File: config.mk
export PLATFORM = sky130hd
export DESIGN_NAME = totp_digit_sequencer_flat
export DESIGN_NICKNAME = d
export VERILOG_FILES = /design/src/rtl/totp_digit_sequencer_if.sv /design/src/rtl/totp_digit_sequencer.sv /design/src/flat_wrapper.sv
export SDC_FILE = /design/constraint.sdc
export NUM_CORES = 1
export LEC_CHECK = 0
export CORE_ASPECT_RATIO = 0.8
export CORE_MARGIN = 1.5
export CORE_UTILIZATION = 30
export DETAILED_ROUTE_END_ITERATION = 6
export PLACE_DENSITY = 0.53
export SYNTH_ARGS = -nofsm -noshare
export SYNTH_HDL_FRONTEND = slang
export SYNTH_SLANG_ARGS = --single-unit
File: constraint.sdc
create_clock -name clk -period 2.8 [get_ports clk]
set_input_delay 0.7 -clock clk [delete_from_list [all_inputs] [get_ports clk]]
set_output_delay 0.7 -clock clk [all_outputs]
set_load 0.005 [all_outputs]
File: src/rtl/totp_digit_sequencer_if.sv
// Code handoff from the TOTP generator into the display sequencer.
// One transfer per rising edge where code_valid and code_ready are both high.
// The consumer drops code_ready while it is converting or showing; it does not queue.
interface totp_digit_sequencer_if;
  logic        code_valid;
  logic [19:0] code;
  logic        code_ready;

  modport master (output code_valid, output code, input code_ready);
  modport slave  (input code_valid, input code, output code_ready);
endinterface

File: src/rtl/totp_digit_sequencer.sv
// Converts a 20-bit TOTP code to six BCD digits and cycles them MSD-first on one 7-seg output.
// Latency: transfer at edge T, first digit on segments after edge T+21 (20 conversion steps + output register).
// Backpressure: code_ready high only in IDLE/GAP; codes offered while not ready are dropped.
module totp_digit_sequencer #(
  parameter int DWELL_CYCLES = 1000,
  parameter int GAP_CYCLES   = 2000
) (
  input  logic                    clk,
  input  logic                    rst,
  totp_digit_sequencer_if.slave   cin,
  output logic [6:0]              segments,
  output logic [2:0]              digit_idx,
  output logic                    busy
);

  localparam int DW = (DWELL_CYCLES > 1) ? $clog2(DWELL_CYCLES) : 1;
  localparam int GW = (GAP_CYCLES > 1) ? $clog2(GAP_CYCLES) : 1;
  localparam logic [DW-1:0] DWELL_LAST = DW'(DWELL_CYCLES - 1);
  localparam logic [GW-1:0] GAP_LAST   = GW'(GAP_CYCLES - 1);
  localparam logic [19:0]   CODE_LIMIT = 20'd1000000;
  localparam logic [6:0]    SEG_DASH   = 7'h40;

  typedef enum logic [1:0] {IDLE, CONVERT, SHOW, GAP} state_t;

  state_t          state, state_nxt;
  logic            xfer;
  logic [4:0]      cvt_cnt;
  logic [DW-1:0]   dwell_cnt;
  logic [GW-1:0]   gap_cnt;
  logic [2:0]      idx;
  logic [19:0]     bin;
  logic [23:0]     bcd;
  logic [23:0]     bcd_adj;
  logic [23:0]     bcd_nxt;
  logic            oor;
  logic [3:0]      cur_digit;
  logic            cvt_done, dwell_done, gap_done;

  function automatic logic [6:0] seg_decode(input logic [3:0] d);
    case (d)
      4'd0:    return 7'h3F;
      4'd1:    return 7'h06;
      4'd2:    return 7'h5B;
      4'd3:    return 7'h4F;
      4'd4:    return 7'h66;
      4'd5:    return 7'h6D;
      4'd6:    return 7'h7D;
      4'd7:    return 7'h07;
      4'd8:    return 7'h7F;
      4'd9:    return 7'h6F;
      default: return 7'h00;
    endcase
  endfunction

  assign cin.code_ready = (state == IDLE) || (state == GAP);
  assign busy           = (state != IDLE);
  assign xfer           = cin.code_valid && cin.code_ready;
  assign cvt_done       = (cvt_cnt == 5'd19);
  assign dwell_done     = (dwell_cnt == DWELL_LAST);
  assign gap_done       = (gap_cnt == GAP_LAST);

  // One double-dabble step: add 3 to every digit >= 5, then shift in the next binary bit.
  always_comb begin
    bcd_adj = bcd;
    for (int i = 0; i < 6; i++) begin
      if (bcd[4*i +: 4] >= 4'd5) begin
        bcd_adj[4*i +: 4] = bcd[4*i +: 4] + 4'd3;
      end
    end
    bcd_nxt = (bcd_adj << 1) | {23'd0, bin[19]};
  end

  // Select the BCD digit for the current index; index 0 is the most significant digit.
  always_comb begin
    cur_digit = 4'd0;
    case (idx)
      3'd0:    cur_digit = bcd[23:20];
      3'd1:    cur_digit = bcd[19:16];
      3'd2:    cur_digit = bcd[15:12];
      3'd3:    cur_digit = bcd[11:8];
      3'd4:    cur_digit = bcd[7:4];
      3'd5:    cur_digit = bcd[3:0];
      default: cur_digit = 4'd0;
    endcase
  end

  // State register.
  always_ff @(posedge clk) begin
    if (rst) state <= IDLE;
    else     state <= state_nxt;
  end

  // Next-state logic; a new code in GAP restarts conversion instead of repeating.
  always_comb begin
    state_nxt = state;
    case (state)
      IDLE:    if (xfer) state_nxt = CONVERT;
      CONVERT: if (cvt_done) state_nxt = SHOW;
      SHOW:    if (dwell_done && (idx == 3'd5)) state_nxt = GAP;
      GAP: begin
        if (xfer)          state_nxt = CONVERT;
        else if (gap_done) state_nxt = SHOW;
      end
      default: state_nxt = IDLE;
    endcase
  end

  // Code latch, conversion shifter and dwell/gap/index counters.
  always_ff @(posedge clk) begin
    if (rst) begin
      bin       <= '0;
      bcd       <= '0;
      oor       <= 1'b0;
      cvt_cnt   <= '0;
      dwell_cnt <= '0;
      gap_cnt   <= '0;
      idx       <= '0;
    end else if (xfer) begin
      bin       <= cin.code;
      bcd       <= '0;
      oor       <= (cin.code >= CODE_LIMIT);
      cvt_cnt   <= '0;
      dwell_cnt <= '0;
      gap_cnt   <= '0;
      idx       <= '0;
    end else begin
      case (state)
        CONVERT: begin
          bcd <= bcd_nxt;
          bin <= bin << 1;
          if (cvt_done) begin
            cvt_cnt   <= '0;
            dwell_cnt <= '0;
            idx       <= '0;
          end else begin
            cvt_cnt <= cvt_cnt + 5'd1;
          end
        end
        SHOW: begin
          if (dwell_done) begin
            dwell_cnt <= '0;
            if (idx == 3'd5) begin
              idx     <= '0;
              gap_cnt <= '0;
            end else begin
              idx <= idx + 3'd1;
            end
          end else begin
            dwell_cnt <= dwell_cnt + 1'b1;
          end
        end
        GAP: begin
          if (gap_done) begin
            gap_cnt   <= '0;
            dwell_cnt <= '0;
            idx       <= '0;
          end else begin
            gap_cnt <= gap_cnt + 1'b1;
          end
        end
        default: ;
      endcase
    end
  end

  // Registered display outputs; blank with index 0 outside SHOW.
  always_ff @(posedge clk) begin
    if (rst) begin
      segments  <= '0;
      digit_idx <= '0;
    end else if (state == SHOW) begin
      segments  <= oor ? SEG_DASH : seg_decode(cur_digit);
      digit_idx <= idx;
    end else begin
      segments  <= '0;
      digit_idx <= '0;
    end
  end

endmodule
File: src/flat_wrapper.sv
// flat-port wrapper written by rule: the top's interface ports become plain ports
module totp_digit_sequencer_flat 
#(
  parameter int DWELL_CYCLES = 1000,
  parameter int GAP_CYCLES   = 2000
)
  (clk, rst, segments, digit_idx, busy, cin_code_valid, cin_code, cin_code_ready);
  totp_digit_sequencer_if cin_i ();
  input  logic clk;
  input  logic rst;
  output logic [6:0] segments;
  output logic [2:0] digit_idx;
  output logic busy;
  input wire logic [$bits(cin_i.code_valid)-1:0] cin_code_valid;
  input wire logic [$bits(cin_i.code)-1:0] cin_code;
  output wire logic [$bits(cin_i.code_ready)-1:0] cin_code_ready;
  assign cin_i.code_valid = cin_code_valid;
  assign cin_i.code = cin_code;
  assign cin_code_ready = cin_i.code_ready;
  totp_digit_sequencer #(.DWELL_CYCLES(DWELL_CYCLES), .GAP_CYCLES(GAP_CYCLES)) u_core (.clk(clk), .rst(rst), .cin(cin_i), .segments(segments), .digit_idx(digit_idx), .busy(busy));
endmodule
==> results.yml <==
pwr:
  p_sw_w: 0.00118
  p_sw_share_pct: 31.8
  p_comb_share_pct: 27.8
  p_per_area_mw_per_mm2: 668
  ir_drop_mv: 0.360
  p_clk_share_pct: 32.6
  internal-power_w: 0.00252
  leakage_nw: 1.99
  seqPwrFrac_pct: 39.6
yosys:
  synth.most_common_cell: "dfxtp_1"
  yosysWarningCount: 0
  synth-edff-count: 0
  synth_fp_nets: 590
  syn_area_per_cell_um2: 8.60
  synthFlopType: "dfxtp_1"
  ys_types: 55
  ys_async_sr_fraction_pct: 0
  netlist_top_cells_area: "dfxtp_1 37%, mux2i_1 7.5%, ha_1 7.3%"
  seq_area_frac_synth_pct: 37.1
  synthCells: 540
  synth_seq_cells: 86
  yosys-top-cells-count: "86 x dfxtp_1, 65 x nor2_1, 40 x nand2_1"
  synth.cell_area_mm2: 0.00464
  synth_area_leader_cell: "dfxtp_1"
  netlist.area_leader.share_pct: 37.1
timing:
  relSlewSlack_pct: 57.5
  period_needed_ps: 2460
  fin_tns_setup_ps: 0
  worst-slew-pin-transition_ps: 638
  drv_slew: 0
  setup_viol: 0
  final-hold-violation-count: 0
  skew_ps: 9.94
  period_share_pct: 87.9
  rsz0062_at_grt: "no"
  fmax_mhz: 406
routing:
  routedWlPerCell_um: 12.9
  viasPerCell: 4.93
  ant_nets: 0
  first_pass_iters: 4
  via_count: 3882
  totalWireLength_um: 10200
  drc: 0
  dr.first_iter.drc_count: 152
finish:
  nets: 623
  layout.cells.non_filler: 788
  multi_input_area_mm2: 0.00272
  area_growth_pct: 19.4
  layout-drive-gt1-share_pct: 7.09
  n_fill_cell: 1553
  fin_util_pct: 36.8
  antenna-diode-count: 0
  ff_latch_area_mm2: 0.00172
floorplanning:
  rows: 40
  ios: 35
  die_y_um: 114
  core_area_mm2: 0.0151
  initial_core_util_pct: 30.8
  die_w_um: 142
  dieArea_mm2: 0.0162
grt:
  grt_start_max_net_pins: 31
  grt_pass1_wl_um: 17400
  antenna_found_initial: 0
  grt_pass1_vias: 3598
  grt_use_total_pct: 13.3
  grt_overflow: 0
worst_setup_path:
  crit_required_ps: 2100
  path_class: "reg2out"
  worst_setup_path_start_kind: "flop"
  crit_fanout: 6
  end_kind: "output pin"
  arrival_ps: 1760
clocking:
  htree_levels: 3
  clockRootBuffer: "clkbuf_16"
  hold_buffers: 0
  path_clk_slew_ps: 60
  cts.sinks: 86
  cts_resized: 0
  ctsLongestPathBuffers: 2
  postCtsSetupRepairBufs: 0
  cts_tree: "yes"
  clock_latency_ps: 350
  cts_buffers: 9
worst_hold_path:
  hp-class: "reg2reg"
placement:
  port_buffers: 34
  gp_congestion: 0.788
  post-dp-hpwl_um: 7420
  place_inst: 772
run_status:
  status: "finished, final reports clean"
run:
  drv_cap: 0
## layout by cell type, fill, tap and decap left out, types with 2 or more instances in the layout
cell type | netlist | routed
o2111ai_1 | 5 | 5
and4_1 | 4 | 4
mux2i_1 | 35 | 35
nor3_1 | 10 | 10
clkinv_4 | 0 | 2
a31oi_1 | 3 | 3
o31ai_1 | 2 | 2
mux2_2 | 2 | 2
nand2_1 | 40 | 40
a21o_1 | 5 | 5
nand2b_1 | 10 | 10
o21a_1 | 2 | 2
o21ai_0 | 26 | 26
nor4bb_1 | 4 | 4
nand4_1 | 8 | 8
nor3b_1 | 4 | 4
buf_4 | 1 | 15
nand3_1 | 23 | 23
a21oi_1 | 31 | 31
dfxtp_1 | 86 | 86
and3_1 | 6 | 6
clkbuf_16 | 0 | 9
nor2b_1 | 7 | 7
clkdlybuf4s50_1 | 0 | 34
inv_1 | 22 | 22
ha_1 | 27 | 26
and2_1 | 3 | 3
nor2_1 | 65 | 65
xnor2_1 | 11 | 11
o211ai_1 | 7 | 7
a211oi_1 | 21 | 21
xor2_1 | 21 | 21
clkinvlp_4 | 0 | 2
## area by class of cell
cell class | instances | area share [%]
Multi-Input combinational cell | 404 | 49.1
Sequential cell | 86 | 31.0
Timing Repair Buffer | 49 | 8.17
Tap cell | 210 | 4.74
Clock buffer | 10 | 4.13
Inverter | 23 | 1.56
Clock inverter | 6 | 1.29
## cells by family (layout without fill, tap and decap cells)
family          Yosys count  after routing  synth area share [%]
simple gates            191            191                  20.2
compound gates          117            117                  17.0
flops                    86             86                  37.1
buf+inv                  50             88                  4.39
mux                      37             37                  8.03
xor+xnor                 32             32                  6.03
fa+ha+maj                27             27                  7.27
## final timing paths
check,start,endpoint,slack (ps),cells after the start
worst max-delay path,u_core.state[1]$_SDFFE_PP0P_,cin_code_ready,340,4
worst min-delay path,u_core.bcd[23]$_SDFFE_PP0P_,u_core.bcd[23]$_SDFFE_PP0P_,490,2
worst max register to register,u_core.idx[1]$_SDFFE_PP0P_,u_core.segments[4]$_SDFF_PP0_,400,10
worst min register to register,u_core.bcd[23]$_SDFFE_PP0P_,u_core.bcd[23]$_SDFFE_PP0P_,490,2
## power by group through the flow
stage	Clock, W	Combinational [W]	Sequential [W]
floorplan	0	0.000727	0.00147
global placement	0	0.00102	0.00149
detailed placement	0	0.00104	0.00149
CTS	0.00125	0.00104	0.00146
global route	0.00130	0.00115	0.00148
finish	0.00121	0.00103	0.00146
## worst max-delay path: stages, from the launching register on
cell             delay [ps]
dfxtp_1                 430
inv_1                   120
ha_1                    300
inv_1                    70
clkdlybuf4s50_1         500
## stage by stage
stage                     worst slack (ps)  hold slack, ps  power, W  instance area (um^2)
final                                  340             492   0.00370                  5550
after global routing                  74.7             514   0.00393                  5550
after CTS                              335             495   0.00376                  5550
after detailed placement               160             486   0.00253                  5250
after global placement                 220             474   0.00251                  5250
after floorplan                        539             439   0.00220                  4640
## flip-flops by register name, indices dropped and copies added, names as in the netlist
register	cells
u_core.bin	20
u_core.oor	1
u_core.digit_idx	3
u_core.bcd	24
u_core.dwell_cnt	10
u_core.gap_cnt	11
u_core.segments	7
u_core.idx	3
u_core.cvt_cnt	5
u_core.state	2
## metal layers
layer	track usage (%)	vias up	part of all wire, %
li1	-	1980	-
met4	4.74	0	1.3
met3	3.26	10	3.7
met5	0	-	0
met2	20.6	59	44
met1	18.1	1833	51
(Power assumes the default switching activity.)
